<file path="config.mk">
export PLATFORM = sky130hd
export DESIGN_NAME = vram_spectrum_writer
export DESIGN_NICKNAME = d
export VERILOG_FILES = /design/src/rtl/vram_pkg.sv /design/src/rtl/sync_edge_detect.sv /design/src/rtl/vram_spectrum_writer.sv
export SDC_FILE = /design/constraint.sdc
export NUM_CORES = 1
export LEC_CHECK = 0
export CAP_MARGIN = 20
export CORE_MARGIN = 2
export CORE_UTILIZATION = 44
export DETAILED_ROUTE_END_ITERATION = 16
export GPL_ROUTABILITY_DRIVEN = 0
export MAX_ROUTING_LAYER = met4
export PLACE_DENSITY = 0.73
export SETUP_SLACK_MARGIN = 0.02
export SLEW_MARGIN = 20
export SYNTH_ARGS = -nofsm -noshare
export SYNTH_HDL_FRONTEND = slang
export SYNTH_SLANG_ARGS = --single-unit
</file>
<file path="constraint.sdc">
create_clock -name clock -period 2.1 [get_ports clock]
set_input_delay 0.21 -clock clock [delete_from_list [all_inputs] [get_ports clock]]
set_output_delay 0.21 -clock clock [all_outputs]
set_load 0.01 [all_outputs]
</file>
<file path="src/rtl/vram_pkg.sv">
// Shared VRAM sizing and writer state encoding, common to the spectrum
// writer and the VGA generator's VRAM.
package vram_pkg;

    localparam int WORD_SIZE_DEF  = 16;
    localparam int ADDR_WIDTH_DEF = 10;
    localparam int DEPTH          = 1 << ADDR_WIDTH_DEF;

    typedef enum logic [2:0] {
        IDLE  = 3'd0,
        ARMED = 3'd1,
        WRITE = 3'd2,
        FILL  = 3'd3,
        DRAIN = 3'd4,
        DONE  = 3'd5
    } state_t;

endpackage

</file>
<file path="src/rtl/sync_edge_detect.sv">
// Two-flop synchronizer followed by a delay flop; pulses 'fall' for one
// clock when the synchronized input goes 1 -> 0. All flops reset to 1 so a
// released reset never produces a spurious edge on an idle-high line.
module sync_edge_detect (
    input  logic clock,
    input  logic reset_n,
    input  logic din,
    output logic fall
);

    logic meta;
    logic sync;
    logic prev;

    // Synchronizer chain plus one delay stage for edge detection
    always_ff @(posedge clock or negedge reset_n) begin
        if (!reset_n) begin
            meta <= 1'b1;
            sync <= 1'b1;
            prev <= 1'b1;
        end else begin
            meta <= din;
            sync <= meta;
            prev <= sync;
        end
    end

    assign fall = prev & ~sync;

endmodule

</file>
<file path="src/rtl/vram_spectrum_writer.sv">
// Streams signed samples into VRAM as clamped magnitudes, one frame of
// DEPTH words per video frame, starting on the VGA vsync falling edge.
//
// Input handshake: a sample transfers on a rising clock edge where
// in_valid and in_ready are both 1. in_ready depends only on the current
// state (never on in_valid); the source must hold in_data/in_last stable
// while in_valid is high and in_ready is low.
module vram_spectrum_writer
    import vram_pkg::*;
#(
    parameter int WORD_SIZE  = WORD_SIZE_DEF,
    parameter int ADDR_WIDTH = ADDR_WIDTH_DEF,
    parameter int RSHIFT     = 0
) (
    input  logic                  clock,
    input  logic                  reset_n,
    input  logic                  enable,
    input  logic                  vsync,
    input  logic                  in_valid,
    output logic                  in_ready,
    input  logic [WORD_SIZE-1:0]  in_data,
    input  logic                  in_last,
    output logic                  vram_we,
    output logic [ADDR_WIDTH-1:0] vram_addr,
    output logic [WORD_SIZE-1:0]  vram_data,
    output logic                  frame_done,
    output logic                  overrun,
    output state_t                dbg_state
);

    // All-ones address is the terminal count DEPTH-1 for any ADDR_WIDTH
    localparam logic [ADDR_WIDTH-1:0] LAST_ADDR = '1;
    localparam logic [WORD_SIZE:0]    MAG_MAX   = (WORD_SIZE+1)'((1 << (WORD_SIZE-1)) - 1);

    state_t                state;
    state_t                state_next;
    logic [ADDR_WIDTH-1:0] cnt;
    logic                  vs_fall;

    logic                  wr;
    logic [WORD_SIZE-1:0]  wr_data;
    logic                  cnt_clr;
    logic                  cnt_inc;
    logic                  set_ovr;

    logic signed [WORD_SIZE:0] sample_ext;
    logic [WORD_SIZE:0]        mag_full;
    logic [WORD_SIZE-1:0]      mag_clamped;
    logic [WORD_SIZE-1:0]      mag_out;

    sync_edge_detect u_vsync (
        .clock   (clock),
        .reset_n (reset_n),
        .din     (vsync),
        .fall    (vs_fall)
    );

    // One extra bit so negating the most-negative sample cannot overflow;
    // that single case is then clamped back into the positive word range.
    assign sample_ext  = {in_data[WORD_SIZE-1], in_data};
    assign mag_full    = in_data[WORD_SIZE-1] ? -sample_ext : sample_ext;
    assign mag_clamped = (mag_full > MAG_MAX) ? MAG_MAX[WORD_SIZE-1:0] : mag_full[WORD_SIZE-1:0];
    assign mag_out     = mag_clamped >> RSHIFT;

    assign dbg_state = state;

    // State register
    always_ff @(posedge clock or negedge reset_n) begin
        if (!reset_n) begin
            state <= IDLE;
        end else begin
            state <= state_next;
        end
    end

    // Next-state, handshake and write-request decode
    always_comb begin
        state_next = state;
        in_ready   = 1'b0;
        frame_done = 1'b0;
        wr         = 1'b0;
        wr_data    = mag_out;
        cnt_clr    = 1'b0;
        cnt_inc    = 1'b0;
        set_ovr    = 1'b0;
        case (state)
            IDLE: begin
                if (enable) state_next = ARMED;
            end
            ARMED: begin
                if (vs_fall) begin
                    state_next = WRITE;
                    cnt_clr    = 1'b1;
                end
            end
            WRITE: begin
                in_ready = 1'b1;
                if (in_valid) begin
                    wr = 1'b1;
                    if (cnt == LAST_ADDR) begin
                        state_next = in_last ? DONE : DRAIN;
                    end else begin
                        cnt_inc = 1'b1;
                        if (in_last) state_next = FILL;
                    end
                end
            end
            FILL: begin
                wr      = 1'b1;
                wr_data = '0;
                if (cnt == LAST_ADDR) state_next = DONE;
                else                  cnt_inc    = 1'b1;
            end
            DRAIN: begin
                in_ready = 1'b1;
                if (in_valid) begin
                    set_ovr = 1'b1;
                    if (in_last) state_next = DONE;
                end
            end
            DONE: begin
                frame_done = 1'b1;
                state_next = enable ? ARMED : IDLE;
            end
            default: state_next = IDLE;
        endcase
    end

    // Address counter: cleared at frame start, advanced per write
    always_ff @(posedge clock or negedge reset_n) begin
        if (!reset_n) begin
            cnt <= '0;
        end else if (cnt_clr) begin
            cnt <= '0;
        end else if (cnt_inc) begin
            cnt <= cnt + 1'b1;
        end
    end

    // Registered VRAM write port; addr/data hold between writes
    always_ff @(posedge clock or negedge reset_n) begin
        if (!reset_n) begin
            vram_we   <= 1'b0;
            vram_addr <= '0;
            vram_data <= '0;
        end else begin
            vram_we <= wr;
            if (wr) begin
                vram_addr <= cnt;
                vram_data <= wr_data;
            end
        end
    end

    // Sticky overrun flag, cleared only by reset
    always_ff @(posedge clock or negedge reset_n) begin
        if (!reset_n) begin
            overrun <= 1'b0;
        end else if (set_ovr) begin
            overrun <= 1'b1;
        end
    end

endmodule

</file>
==> results.sh, run 1 <==
export IMPL_syn_nets=261
export IMPL_area_growth_synth_to_final_pct=38.7
export IMPL_synth_top_family_by_area="simple AND/OR/NAND/NOR gates"
export IMPL_timing_setup_tns_ns=0
export IMPL_cts_root_buf="sky130_fd_sc_hd__clkbuf_8"
export IMPL_cts_buffers_inserted=5
export IMPL_multi_input_area_um2=1070
export IMPL_tritoncts_num_sinks=44
export IMPL_post_synth_num_cell_types=39
export IMPL_portBuffers=54
export IMPL_peakVddDrop_mv=0.621
export IMPL_unrepaired_setup_endpoints_after_global_routing="no"
export IMPL_stdcell_count=379
export IMPL_mostFrequentLayoutCell="sky130_fd_sc_hd__nand2_1"
export IMPL_critical_path_max_fanout=10
export IMPL_synth_area_per_cell_um2=9.48
export IMPL_run_status="complete, no violations"
export IMPL_ff_latch_area_um2=1100
export IMPL_grt_pass1_vias=1812
export IMPL_p_int_mw=2.34
export IMPL_synth_adder_area_share_pct=1.11
export IMPL_dr_total_vias=1914
export IMPL_fp_row_count=26
export IMPL_static_leakage_power_nw=1.43
export IMPL_cts_tree="yes"
export IMPL_final_util_pct=62.2
export IMPL_ctsLongestPathBuffers=2
export IMPL_dpl_worst_slack_ns=-0.263
export IMPL_met1Wirelength_um=2270
export IMPL_power_combinational_fraction_pct=44.6
export IMPL_power_density_nw_per_um2=1160
export IMPL_start_to_end_type_of_the_worst_setup_path="reg2out"
export IMPL_route_final_wire_length_um=5150
export IMPL_grt_max_degree=45
export IMPL_synth_simple_gate_area_share_pct=22.9
export IMPL_max_clk_rate_mhz=498
export IMPL_layout_common_cells="sky130_fd_sc_hd__nand2_1 (64), sky130_fd_sc_hd__clkdlybuf4s50_1 (53), sky130_fd_sc_hd__dfrtp_1 (41)"
export IMPL_max_cap_violations=0
export IMPL_cts_reportedPaths_clkPinSlew_ns=0.08
export IMPL_vias_per_cell=5.05
export IMPL_post_route_cells_drive_above_1_share_pct=15.5
export IMPL_ys_ff_latch=44
export IMPL_layout_setup_ws_ns=0.0939
export IMPL_clock_skew_ns=0.00943
export IMPL_netSwitchingFraction_pct=35.2
export IMPL_clock_latency_ns=0.30
export IMPL_route_met3_wl_um=200
export IMPL_worst_endpoint_required_ns=1.89
export IMPL_ioPinCount=55
export IMPL_mappedNetlistArea_um2=2250
export IMPL_ys_seq_area_share_pct=49.2
export IMPL_setup_viol=0
export IMPL_slew_hr_pct=63.9
export IMPL_seq_power_share_pct=36.4
export IMPL_detail_route_iter0_violations=196
export IMPL_first_pass_grt_wire_length_um=8360
export IMPL_layout_nets=332
export IMPL_core_area_um2=5010
export IMPL_antenna_violating_nets_post_route=0
export IMPL_post_drt_wl_per_cell_um=13.6
export IMPL_globalRoute_totalOverflow=0
export IMPL_remaining_drc_errors=0
export IMPL_final_max_slew_viol_count=0
export IMPL_slew_at_the_pin_with_the_worst_max_slew_slack_ns=0.541
export IMPL_post_placement_cell_count=370
export IMPL_power_clock_fraction_pct=19.1
export IMPL_wl_met2_um=2610
export IMPL_detailed_place_hpwl_um=3880
export IMPL_synthCells=237
export IMPL_critPathCaptureType="output pin"
export IMPL_worst_ep_arrival_time_ns=1.80
export IMPL_worstHoldPathType="in2reg"
export IMPL_maxUsedRoutingLayer="met4"
export IMPL_synth_xor_area_share_pct=6.24
export IMPL_synth_compound_area_share_pct=14.4
export IMPL_layout_min_cycle_time_ns=2.01
export IMPL_floorplan_die_area_um2=5690
export IMPL_warning_count_from_the_yosys_run=0
export IMPL_p_sw_mw=1.27
export IMPL_h_tree_depth=2
export IMPL_grt_antenna_before_repair=0
export IMPL_start_util_pct=44.8
export IMPL_detailedRoute_firstPassIterationCount=4
export IMPL_die_height_um=75.4
export IMPL_multiplexer_area_fraction_after_synthesis_pct=2.23
export IMPL_filler_cell_count=459
export IMPL_die_width_um=75.4
export IMPL_insertedDiodeCount=0
export IMPL_hold_violations=0
export IMPL_grt_total_usage_pct=20.0
export IMPL_worstSetupStartpointType="register"
export IMPL_postCtsSetupRepairBufs=0
export IMPL_period_share_pct=95.5
stage by stage:
| step | instance area, µm² | hold WS, ns | power [mW] |
|---|---|---|---|
| finish | 3110 | 0.312 | 3.61 |
| global route | 3110 | 0.305 | 3.86 |
| CTS | 3100 | 0.312 | 3.63 |
| detailed placement | 2970 | 0.325 | 2.94 |
| global placement | 2970 | 0.311 | 2.89 |
| floorplan | 2250 | -0.0856 | 2.11 |
synth_stat cells (all sizes together):
master  instances  area share, %
o31ai           7            2.3
mux2i           5            2.2
ha              2            1.1
and2            3           0.84
a21oi           3           0.67
nor4            1           0.28
a21boi          1           0.33
a41o            1           0.45
nor3            2           0.45
nor2b           3           0.84
and4            3            1.2
dfrtp          41             46
a221o           1           0.45
nand2b          3           0.84
nand2          65             11
o22ai           2           0.56
xor2           11            4.3
o211ai         16            7.6
nor2           12            2.0
or4             1           0.33
clkbuf          8            1.3
buf             4            1.4
xnor2           5            1.9
o31a            1           0.39
nand4b          1           0.39
or3             3           0.84
a21o            1           0.33
nand4           2           0.56
dfstp           3            3.5
o21ai           4           0.89
nand3          11            2.5
nor4b           2           0.78
o32ai           1           0.39
inv             7            1.2
and3            1           0.28
power by group through the flow:
stage | logic, mW | clock network [mW] | registers (mW)
floorplan | 0.701 | 0 | 1.41
global placement | 1.56 | 0 | 1.33
detailed placement | 1.61 | 0 | 1.33
CTS | 1.62 | 0.699 | 1.31
global route | 1.77 | 0.745 | 1.35
finish | 1.61 | 0.689 | 1.31
per-layer routing:
metal | GRT usage [%] | vias to the layer above
met5 | - | -
met4 | 4.48 | 0
met3 | 5.03 | 6
met2 | 33.9 | 47
met1 | 24.1 | 901
li1 | - | 960
worst max-delay path, cell delays in order (launching register included):
cell and delay, ns:
sky130_fd_sc_hd__dfrtp_1 0.41, sky130_fd_sc_hd__buf_4 0.18, sky130_fd_sc_hd__nand2b_1 0.19, sky130_fd_sc_hd__a21oi_1 0.18, sky130_fd_sc_hd__clkdlybuf4s50_1 0.55
flip-flops by register name, indices dropped and copies added (netlist names):
name,cells
u_vsync.sync,1
u_vsync.prev,1
vram_data,16
dbg_state,3
overrun,1
vram_we,1
u_vsync.meta,1
cnt,10
vram_addr,10
kinds of logic after synthesis:
group / Yosys count
and+or+nand+nor: 113
xor gates and xnor gates: 16
muxes: 5
buffers and inverters: 19
DFF: 44
adders and majority gates: 2
AOI/OAI and AO/OA: 38
final cells by class:
type	instances	share of cell area, %
inverters	7	0.844
multi-input cells	174	34.4
flip-flops and latches	44	35.5
clock inverters	2	1.25
repair buffers	76	22.6
well taps	70	2.81
clock buffers	6	2.65
what timing repair did:
action,CTS,global route
setup endpoints to repair,0,12
resized for setup,0,4
hold buffers,1,0
hold endpoints to repair,13,0
final timing paths:
| kind | slack, ns | to | cells after the start | start |
|---|---|---|---|---|
| hold reg to reg | 0.36 | u_vsync.sync | 0 | u_vsync.meta |
| min in group asynchronous | 0.52 | cnt[3] | 3 | reset_n |
| hold / removal | 0.31 | u_vsync.meta | 1 | vsync |
| max in group asynchronous | 1.19 | u_vsync.meta | 3 | reset_n |
| setup reg to reg | 0.11 | vram_data[7] | 5 | dbg_state[2] |
| setup / recovery | 0.09 | in_ready | 4 | dbg_state[2] |
No activity file was read; power rests on OpenSTA's default activity.
==> run 2: changes to the inputs <==
--- a/config.mk
+++ b/config.mk
@@ -6,6 +6,7 @@
 export NUM_CORES = 1
 export LEC_CHECK = 0
 export CAP_MARGIN = 20
+export CORE_ASPECT_RATIO = 0.6
 export CORE_MARGIN = 2
 export CORE_UTILIZATION = 44
 export DETAILED_ROUTE_END_ITERATION = 16
==> run 2 against run 1 <==
Effect of this change:
- sequential power hardly changed
- largest cell class unchanged
- critical path depth increased by 3
- sequential share of layout area down 0.18 points
- via count is 4.3% higher
==> results.sh, run 2 (same netlist as run 1, synthesis figures left out) <==
export IMPL_run_status="complete, no violations"
export IMPL_p_sw_mw=1.25
export IMPL_die_width_um=96.2
export IMPL_vias_per_cell=5.21
export IMPL_clock_latency_ns=0.30
export IMPL_final_util_pct=62.9
export IMPL_floorplan_die_area_um2=5710
export IMPL_final_max_slew_viol_count=0
export IMPL_ioPinCount=55
export IMPL_fp_row_count=20
export IMPL_tritoncts_num_sinks=44
export IMPL_crit_path_from="in_valid"
export IMPL_slew_hr_pct=67.8
export IMPL_netSwitchingFraction_pct=35.9
export IMPL_globalRoute_totalOverflow=0
export IMPL_clock_skew_ns=0.00879
export IMPL_remaining_drc_errors=0
export IMPL_crit_reg2reg_launch="dbg_state[1]"
export IMPL_worstSetupStartpointType="primary input"
export IMPL_ctsLongestPathBuffers=2
export IMPL_r2r_end="vram_data[7]"
export IMPL_worstHoldPathType="in2reg"
export IMPL_grt_antenna_before_repair=0
export IMPL_critPathMostFrequentCell="sky130_fd_sc_hd__or3_1"
export IMPL_largest_registers="vram_data x16, cnt x10, vram_addr x10"
export IMPL_detailedRoute_firstPassIterationCount=4
export IMPL_portBuffers=54
export IMPL_die_height_um=59.3
export IMPL_largest_register="vram_data"
export IMPL_critical_path_s_largest_stage_delay_ns=0.49
export IMPL_h_tree_depth=2
export IMPL_period_share_pct=96.7
export IMPL_max_cap_violations=0
export IMPL_first_pass_grt_wire_length_um=9270
export IMPL_seq_power_share_pct=37.5
export IMPL_layout_cell_area_non_filler_um2=3130
export IMPL_post_drt_wl_per_cell_um=13.8
export IMPL_antenna_violating_nets_post_route=0
export IMPL_hold_violations=0
export IMPL_worst_endpoint_required_ns=2.31
export IMPL_slew_at_the_pin_with_the_worst_max_slew_slack_ns=0.484
export IMPL_layout_common_cells="sky130_fd_sc_hd__nand2_1 (65), sky130_fd_sc_hd__clkdlybuf4s50_1 (53), sky130_fd_sc_hd__dfrtp_1 (41)"
export IMPL_cts_repair_resize_count=0
export IMPL_critical_path_max_fanout=9
export IMPL_worstHoldStart="vsync"
export IMPL_p_int_mw=2.22
export IMPL_rrSetupSlack_ns=0.10
export IMPL_worstPathCellList="clkdlybuf4s50_1, nand2_1, or3_1, or4_1, or3_1, buf_4, o211ai_1"
export IMPL_post_route_cells_drive_above_1_share_pct=16.4
export IMPL_min_path_cells=1
export IMPL_power_clock_fraction_pct=16.0
export IMPL_start_util_pct=45.1
export IMPL_grt_total_usage_pct=21.8
export IMPL_power_density_nw_per_um2=1110
export IMPL_power_combinational_fraction_pct=46.6
export IMPL_peakVddDrop_mv=0.678
export IMPL_core_area_um2=4980
export IMPL_cts_tree="yes"
export IMPL_crit_path_top_delay_cell="sky130_fd_sc_hd__clkdlybuf4s50_1"
export IMPL_layout_nets=340
export IMPL_largest_reg_flops=16
export IMPL_r2r_cell_count=6
export IMPL_dr_total_vias=1996
export IMPL_worst_hold_path_endpoint="u_vsync.meta"
export IMPL_cts_reportedPaths_clkPinSlew_ns=0.08
export IMPL_setup_viol=0
export IMPL_cts_buffers_inserted=5
export IMPL_max_clk_rate_mhz=493
export IMPL_layout_min_cycle_time_ns=2.03
export IMPL_placed_cell_area_um2=3020
export IMPL_route_final_wire_length_um=5290
export IMPL_mostFrequentLayoutCell="sky130_fd_sc_hd__nand2_1"
export IMPL_insertedDiodeCount=0
export IMPL_static_leakage_power_nw=1.45
export IMPL_start_to_end_type_of_the_worst_setup_path="in2reg"
export IMPL_detailed_place_hpwl_um=4130
export IMPL_unrepaired_setup_endpoints_after_global_routing="no"
export IMPL_postCtsSetupRepairBufs=0
export IMPL_detail_route_iter0_violations=91
export IMPL_area_growth_synth_to_final_pct=39.4
export IMPL_grt_pass1_vias=1968
export IMPL_critPathCaptureType="register"
export IMPL_cts_root_buf="sky130_fd_sc_hd__clkbuf_8"
export IMPL_worst_ep_arrival_time_ns=2.24
export IMPL_grt_max_degree=23
run 2: cell types whose count changed in the layout (fill, tap and decap cells not counted), sizes merged:
cell      change
clkinvlp      +2
clkinv        -1
bufinv        -1
buf           +8
run 2: area by class of cell:
type	count	area [µm²]
clock inverter	2	15.0
fill	430	1850
inverter	7	26.3
sequential	44	1100
clock buffer	6	82.6
tap	66	82.6
multi-input combinational	174	1060
timing repair buffer	84	763
run 2: power groups by stage:
stage | combinational (mW) | sequential [mW] | clock (mW)
2_1_floorplan | 0.701 | 1.41 | 0
3_3_place_gp | 1.59 | 1.32 | 0
3_5_place_dp | 1.62 | 1.32 | 0
4_1_cts | 1.63 | 1.31 | 0.569
5_1_grt | 1.79 | 1.34 | 0.612
6_report | 1.62 | 1.30 | 0.554
run 2: per-layer routing:
layer  up-vias  wire length (µm)  track usage (%)
met1       947              2700             32.7
met5         -                 0                -
met4         0                42             4.90
met2        69              2180             29.3
li1        973                 -                -
met3         7               361             5.98
run 2: how the worst max path moves through the flow:
stage	end	slack (ns)	depth (start not counted)
2_1_floorplan	vram_data[11]	-0.14	8
3_3_place_gp	vram_data[0]	-0.21	7
3_5_place_dp	vram_data[0]	-0.24	7
4_1_cts	vram_data[0]	0.08	7
5_1_grt	vram_data[0]	0.03	6
6_report	vram_data[7]	0.07	7
run 2: metrics by stage:
stage | TNS, ns | setup WS [ns] | power, mW | hold slack (ns) | cells
final | 0 | 0.0699 | 3.47 | 0.316 | 383
after CTS | 0 | 0.0801 | 3.50 | 0.308 | 383
after global placement | -2.57 | -0.212 | 2.91 | 0.191 | 374
after floorplan | -1.57 | -0.144 | 2.11 | -0.0856 | 237
after detailed placement | -2.98 | -0.241 | 2.94 | 0.196 | 374
after global routing | 0 | 0.0312 | 3.74 | 0.306 | 383
run 2: worst max-delay path, delay by kind of cell:
kind | cells | cell delay (ns)
compound gates | 1 | 0.09
buf+inv | 2 | 0.69
simple gates | 4 | 1.25
run 2: what timing repair did:
action,4_1_cts,5_1_grt
hold buffers,1,0
endpoints found under the hold margin,18,0
endpoints found under the setup margin,0,0
